--- config.mk ---
export PLATFORM = sky130hd
export DESIGN_NAME = bsg_nasti_req_arbiter
export DESIGN_NICKNAME = d
export VERILOG_FILES = /design/src/rtl/bsg_nasti_pkg.sv /design/src/rtl/bsg_rr_pick.sv /design/src/rtl/bsg_nasti_req_arbiter.sv
export SDC_FILE = /design/constraint.sdc
export NUM_CORES = 1
export LEC_CHECK = 0
export CORE_UTILIZATION = 27
export CTS_CLUSTER_SIZE = 12
export DETAILED_ROUTE_END_ITERATION = 12
export GPL_TIMING_DRIVEN = 0
export PLACE_DENSITY = 0.78
export SLEW_MARGIN = 20
export SYNTH_ARGS = -nofsm -noshare
export SYNTH_HDL_FRONTEND = slang
export SYNTH_SLANG_ARGS = --single-unit
--- constraint.sdc ---
create_clock -name clk_i -period 2.7 [get_ports clk_i]
set_input_delay 0.54 -clock clk_i [delete_from_list [all_inputs] [get_ports clk_i]]
set_output_delay 0.54 -clock clk_i [all_outputs]
set_load 0.02 [all_outputs]
--- src/rtl/bsg_nasti_pkg.sv ---
// Shared NASTI tunnel types: the tunnel request beat and the request arbiter state.
package bsg_nasti_pkg;

    // One beat on the tunnel request channel (AR, AW or W payload plus routing tag).
    typedef struct packed {
        logic [7:0]  tag;
        logic [31:0] data;
    } bsg_tun_dmx_t;

    // Request arbiter FSM: free to arbitrate, or held by one requester mid-transaction.
    typedef enum logic {
        ARB_UNLOCKED = 1'b0,
        ARB_LOCKED   = 1'b1
    } arb_state_e;

endpackage

--- src/rtl/bsg_rr_pick.sv ---
// Circular priority pick: first set bit of valid_i at or after ptr_i, wrapping.
// When nothing is valid, idx_o falls back to ptr_i.
module bsg_rr_pick #(
    parameter  int num_req_p     = 4,
    localparam int lg_num_req_lp = $clog2(num_req_p)
) (
    input  logic [num_req_p-1:0]     valid_i,
    input  logic [lg_num_req_lp-1:0] ptr_i,
    output logic [lg_num_req_lp-1:0] idx_o,
    output logic                     found_o
);

    // Scan from the farthest offset down so the nearest valid requester wins last.
    always_comb begin
        int j;
        j       = 0;
        idx_o   = ptr_i;
        found_o = 1'b0;
        for (int k = num_req_p - 1; k >= 0; k--) begin
            j = int'(ptr_i) + k;
            if (j >= num_req_p) j = j - num_req_p;
            if (valid_i[j[lg_num_req_lp-1:0]]) begin
                idx_o   = j[lg_num_req_lp-1:0];
                found_o = 1'b1;
            end
        end
    end

endmodule

--- src/rtl/bsg_nasti_req_arbiter.sv ---
// Round-robin arbiter sharing the tunnel request channel among NASTI clients.
// A grant is held for a whole transaction (AW + all W beats) so beats of one
// write never interleave with another requester on the tunnel.
module bsg_nasti_req_arbiter
    import bsg_nasti_pkg::*;
#(
    parameter  int num_req_p     = 4,
    parameter  int timeout_p     = 256,
    localparam int lg_num_req_lp = $clog2(num_req_p)
) (
    input  logic                     clk_i,
    input  logic                     reset_n_i,
    input  logic [num_req_p-1:0]     req_valid_i,
    input  bsg_tun_dmx_t             req_data_i [num_req_p],
    input  logic [num_req_p-1:0]     req_last_i,
    output logic [num_req_p-1:0]     req_yumi_o,
    output logic                     req_valid_o,
    output bsg_tun_dmx_t             req_data_o,
    input  logic                     req_yumi_i,
    output logic [lg_num_req_lp-1:0] req_src_o,
    output logic                     lock_timeout_o
);

    localparam int                     cnt_w_lp    = $clog2(timeout_p + 1);
    localparam logic [cnt_w_lp-1:0]    timeout_lp  = cnt_w_lp'(timeout_p);
    localparam logic [lg_num_req_lp-1:0] last_idx_lp = lg_num_req_lp'(num_req_p - 1);

    arb_state_e                state_q, state_d;
    logic [lg_num_req_lp-1:0]  rr_ptr_q, rr_ptr_d;
    logic [lg_num_req_lp-1:0]  lock_idx_q, lock_idx_d;
    logic [cnt_w_lp-1:0]       idle_q, idle_d;
    logic                      timeout_q, timeout_d;

    logic [lg_num_req_lp-1:0]  pick_idx;
    logic                      pick_found;

    // Next requester index with wrap; handles non-power-of-2 requester counts.
    function automatic logic [lg_num_req_lp-1:0] inc_wrap(input logic [lg_num_req_lp-1:0] v);
        if (v == last_idx_lp) return '0;
        return v + 1'b1;
    endfunction

    bsg_rr_pick #(
        .num_req_p (num_req_p)
    ) u_pick (
        .valid_i   (req_valid_i),
        .ptr_i     (rr_ptr_q),
        .idx_o     (pick_idx),
        .found_o   (pick_found)
    );

    // State, pointers, idle counter and sticky timeout flag; reset drops any lock.
    always_ff @(posedge clk_i or negedge reset_n_i) begin
        if (!reset_n_i) begin
            state_q    <= ARB_UNLOCKED;
            rr_ptr_q   <= '0;
            lock_idx_q <= '0;
            idle_q     <= '0;
            timeout_q  <= 1'b0;
        end else begin
            state_q    <= state_d;
            rr_ptr_q   <= rr_ptr_d;
            lock_idx_q <= lock_idx_d;
            idle_q     <= idle_d;
            timeout_q  <= timeout_d;
        end
    end

    // Grant selection, lock transitions and idle tracking.
    always_comb begin
        state_d     = state_q;
        rr_ptr_d    = rr_ptr_q;
        lock_idx_d  = lock_idx_q;
        idle_d      = '0;
        timeout_d   = timeout_q;
        req_src_o   = pick_idx;
        req_valid_o = pick_found;

        case (state_q)
            ARB_UNLOCKED: begin
                // The tunnel only yumis a valid beat, so pick_idx is the winner here.
                if (req_yumi_i) begin
                    if (req_last_i[pick_idx]) begin
                        rr_ptr_d = inc_wrap(pick_idx);
                    end else begin
                        state_d    = ARB_LOCKED;
                        lock_idx_d = pick_idx;
                    end
                end
            end
            ARB_LOCKED: begin
                req_src_o   = lock_idx_q;
                req_valid_o = req_valid_i[lock_idx_q];
                if (!req_valid_i[lock_idx_q]) begin
                    idle_d = (idle_q == timeout_lp) ? idle_q : idle_q + 1'b1;
                end
                if (req_yumi_i && req_last_i[lock_idx_q]) begin
                    state_d  = ARB_UNLOCKED;
                    rr_ptr_d = inc_wrap(lock_idx_q);
                end
            end
            default: begin
                state_d = ARB_UNLOCKED;
            end
        endcase

        // Diagnostic only: the lock is kept even after the flag fires.
        if (idle_d == timeout_lp) timeout_d = 1'b1;
    end

    // Unregistered data mux and consume routing back to the selected requester.
    always_comb begin
        req_data_o = req_data_i[req_src_o];
        for (int i = 0; i < num_req_p; i++) begin
            req_yumi_o[i] = req_yumi_i & (req_src_o == lg_num_req_lp'(i));
        end
    end

    assign lock_timeout_o = timeout_q;

endmodule

## Word-level counts from Yosys, hierarchy flattened

Cells that the tools add are included.

- Bits in registers: 15
- Bits in latches: 0
- Memory bits (writable): 0
- Memory bits (read-only): 0
- Input port bits: 171
- Output and inout port bits: 48
- Logic and storage cells: 100
- Memories: 0

- $add $sub $neg: 10
- Multiply operators: 0
- Divide/modulo/power cells: 0
- Magnitude comparators: 11
- Eq/ne operators: 10
- Shifts and indexed selects: 0
- Muxes and demuxes: 53
- Bitwise operators: 7
- Reduce and logical (&&, ||, !) cells: 4

Operators with widths:

| operator | count |
|---|---|
| $bmux 40 s2 | 1 |
| $mux 40 | 2 |
| $mux 2 | 16 |
| $mux 9 | 3 |
| $mux 1 | 22 |
| $eq 9x9->1 const B | 2 |
| $lt 2x3->1 const B | 6 |
| $bmux 1 s2 | 7 |
| $ge 3x3->1 const B | 4 |
| $add 9x1->9 const B | 1 |
| $eq 2x2->1 const B | 4 |
| $sub 2x1->2 const B | 4 |
| $add 2x2->3 const B | 2 |
| $reduce_and 3->1 | 2 |
| $add 2x1->2 const B | 2 |
| $and 1x1->1 | 4 |
| $ne 2x2->1 const B | 2 |
| $pmux 2 s2 | 1 |
| $add 2x1->3 const B | 1 |
| $ge 2x3->1 const B | 1 |
| $not 2->3 | 1 |
| $eq 2x1->1 const B | 1 |
| $logic_not 2->1 | 1 |
| $ne 2x1->1 const B | 1 |
| other kinds (3) | 4 |

## Logic depth before layout (Yosys ltp)

- Depth in word-level cells: 18
- Mapped depth: 8
- Depth with buffers taken out: 7

## By module

From an unflattened synthesis, not the netlist that was laid out.

- Cell total of the unflattened synthesis: 387
- Area, all modules: 2274.7 µm²

Modules (own cells, without submodules):

| module | times used | cells each | area an instance (µm²) | seq. area each (µm²) |
|---|---|---|---|---|
| bsg_nasti_req_arbiter | 1 | 371 | 2174.6 | 375.4 |
| bsg_rr_pick | 1 | 16 | 100.1 | 0.0 |

## Worst setup path before layout

Ideal clock, no wire load.

- Path type: input to output
- From: in req_valid_i[3]
- To: out req_data_o[27] (netlist bit)
- Arrival: 2.176 ns
- Data required time: 2.160 ns
- Setup slack: -0.016 ns
- Stages: 6
- Path buffers: 2
- Cells stage by stage: buf_2 -> nor3_1 -> o311a_4 -> o21ai_4 -> buf_6 -> mux4_2

RTL lines:

| what | line | text |
|---|---|---|
| start, declared | bsg_nasti_req_arbiter.sv:13 | `input logic [num_req_p-1:0] req_valid_i,` |
| end, declared | bsg_nasti_req_arbiter.sv:18 | `output bsg_tun_dmx_t req_data_o,` |

==> key figures <==
Critical path
  – Critical Path Fanout Max: 7
  – Crit path DAT: 2.30 ns
  – Worst Setup Start Kind: input pin
  – Most used cell, CP: buf_6
  – Cells along the critical path: buf_2, o311a_4, o21ai_4, buf_6, buf_12, clkbuf_16, mux4_2, buf_6
  – CP endpoint kind: output port
  – R2r setup slk: 0.54 ns
  – CP max stage cell: mux4_2
  – Crit path required time: 2.16 ns
  – Largest stage delay on the critical path: 0.50 ns
  – WS Path Type: input pin to output port

STA
  – Slew at the pin closest to its max-slew limit: 0.653 ns
  – RSZ-0062 raised after global routing: true
  – Final Hold Viols: 0
  – Final Setup Violations: 40
  – Max-slew violations: 0
  – Setup TNS Final: -3.80 ns
  – Tmin final: 2.84 ns
  – PnR worst setup slack: -0.138 ns
  – Maximum clock frequency: 352 MHz
  – Clock Skews: 0.00138 ns
  – Fin crit share: 1.05
  – Max-slew headroom: 0.564

Floorplan
  – Initial Util: 0.281
  – Chip height: 91.9 um
  – Io pins: 219
  – Die ar.: 8450 sq um
  – Core Area: 7770 sq um
  – Die Span X: 91.9 um
  – Cell row count: 32

Yosys
  – Synth Register Bits: 15
  – Post-synth EDFFs: 0
  – Synth Warn #: 0
  – Top FF cell, synth: dfrtp_1
  – Largest area contributor in the netlist: mux4_2
  – Mapped cell area: 2180 sq um
  – Most common cell in the netlist: mux4_2
  – Mapped Nets: 363
  – Synth Instances: 188
  – Mean cell area of the mapped netlist: 11.6 sq um
  – Seq/Total Area, Yosys: 0.172
  – Synth top area share: 0.433
  – FFs w/ async S/R, synth: 1.00
  – Synth top area cells: mux4_2 43%, dfrtp_1 17%, buf_6 4.1%, nor2_1 3.1%, ha_1 2.3%
  – Post-synth top cells: 42 x mux4_2, 18 x nor2_1, 15 x dfrtp_1
  – Count of cell types in the netlist: 42

Detailed routing
  – Met1 WL: 3640 um
  – Max layer used: met5
  – Vias: 2683
  – WL met2: 5480 um
  – Post-route ant nets: 0
  – Vias per cell: 5.09
  – Remaining DRCs: 0
  – Drt pass-1 iters: 5
  – WL per Instance: 19.3 um
  – WL final: 10200 um
  – Met3 WL: 671 um
  – Iteration-0 DRC Markers: 59

Placement
  – Number of cells after detailed placement: 506
  – PortBufs: 216
  – GPL Wtd Cong: 0.883
  – Hpwl dp: 8210 um
  – Pre-CTS setup slack: -1.16 ns

Layout
  – FF+latch area: 378 sq um
  – FILL cells: 620
  – Ratio of cells with drive above 1 in the final layout: 0.325
  – Filler-free cell count of the finished design: 527
  – Antenna diodes: 0
  – Fin nets: 601
  – P&R area growth vs syn: 124%
  – Area of the multi-input gates: 1690 sq um

GRT
  – Global route overflow: 0
  – Largest net degree at the start of global routing: 16
  – All-Layer GR Usage: 0.228
  – Vias in the first global route: 2763
  – First-pass GRT wire length: 14700 um
  – Number of antenna violations at the first check in global routing: 1

Run status
  – Status: finished with violations
  – Failing checks: negative setup slack

Pwr
  – LEAKAGE: 0.00195 uW
  – PD cells: 1150 nW/um^2
  – VDD IR max: 538 uV

Clock tree
  – Clock transition at path regs: 0.06 ns
  – Clk sink count: 15
  – Hold_buf cts: 0
  – CTS tree: built
  – CTS Buffer Depth: 2
  – Root Buffer: clkbuf_8
  – Total CTS buffers: 3
  – H-tree depth: 1
  – Clk_lat worst skew: 0.25 ns

Flow run
  – Total of max-cap violations: 0

Hold path
  – Hold Crit Class: flip-flop to flip-flop
## logic make-up after synthesis
| family | Yosys count | synth area share |
|---|---|---|
| AO/OA/AOI/OAI | 32 | 0.110 |
| AND/OR/NAND/NOR | 59 | 0.133 |
| buffers and inverters | 23 | 0.0722 |
| multiplexers | 47 | 0.458 |
| XOR/XNOR | 8 | 0.0321 |
| flip-flops | 15 | 0.172 |
| adder cells (fa/ha/maj) | 4 | 0.0229 |
## critical path: cells and delay by family
| family | cells | cell delay [ns] |
|---|---|---|
| buf+inv | 5 | 0.69 |
| mux | 1 | 0.50 |
| compound gates | 2 | 0.55 |
## layer usage
layer  GRT usage  vias to the layer above
li1            -                     1228
met1       0.241                     1301
met2       0.434                      123
met3      0.0423                       29
met4       0.103                        2
met5           0                        -
## metrics by stage
stage,utilization,power (uW),cell area (sq um),hold WS [ns]
floorplan,-,2980,2190,0.244
global placement,0.577,4550,4480,0.456
detailed placement,0.577,4580,4480,0.470
CTS,0.609,5300,4730,0.489
global route,0.630,5900,4890,0.515
finish,0.630,5640,4890,0.481
## registers in the layout, indices dropped and copies added, names as in the netlist
| name | flops |
|---|---|
| idle_q | 9 |
| lock_timeout_o | 1 |
| rr_ptr_q | 2 |
| state_q | 1 |
| lock_idx_q | 2 |
## power by group
| part | internal (uW) | switching [uW] | total [uW] |
|---|---|---|---|
| Sequential | 278 | 76.7 | 354 |
| Combinational | 2950 | 2160 | 5110 |
| Clock | 105 | 78.9 | 184 |
## area by class of cell
type                    instances  area share
plain buffers                  12      0.0340
clock buffers                   4     0.00921
well taps                     102      0.0261
flip-flops and latches         15      0.0773
inverters                       9     0.00691
multi-input cells             150       0.346
repair buffers                235       0.501
## timing repair
action                     4_1_cts  5_1_grt
hold endpoints to repair         0        0
pin swaps                        5        4
resized for setup              264       45
gates cloned                     2        2
buffers inserted                13        2
setup endpoints to repair       47       45
## cells in the final DEF (no fill, tap or decap), types with 6 or more instances in the layout
cell,synthesis,final
buf_2,3,6
inv_1,7,7
nand2_1,11,10
nand3_1,8,8
buf_6,8,49
mux4_2,42,42
nor2_1,18,18
buf_12,0,7
clkdlybuf4s50_1,0,167
o21ai_1,6,6
buf_4,2,10
dfrtp_1,15,13
a21oi_1,8,8
## path summary, 6_finish.rpt
check                                from        endpoint  depth (start not counted)
max                        req_valid_i[1]   req_data_o[0]                          8
min                        lock_timeout_o  lock_timeout_o                          1
max reg2reg                   rr_ptr_q[0]     rr_ptr_q[1]                          9
min reg2reg                lock_timeout_o  lock_timeout_o                          1
max in group asynchronous       reset_n_i     rr_ptr_q[1]                          1
min in group asynchronous       reset_n_i       idle_q[2]                          1
Power figures use the tool's default switching activity.
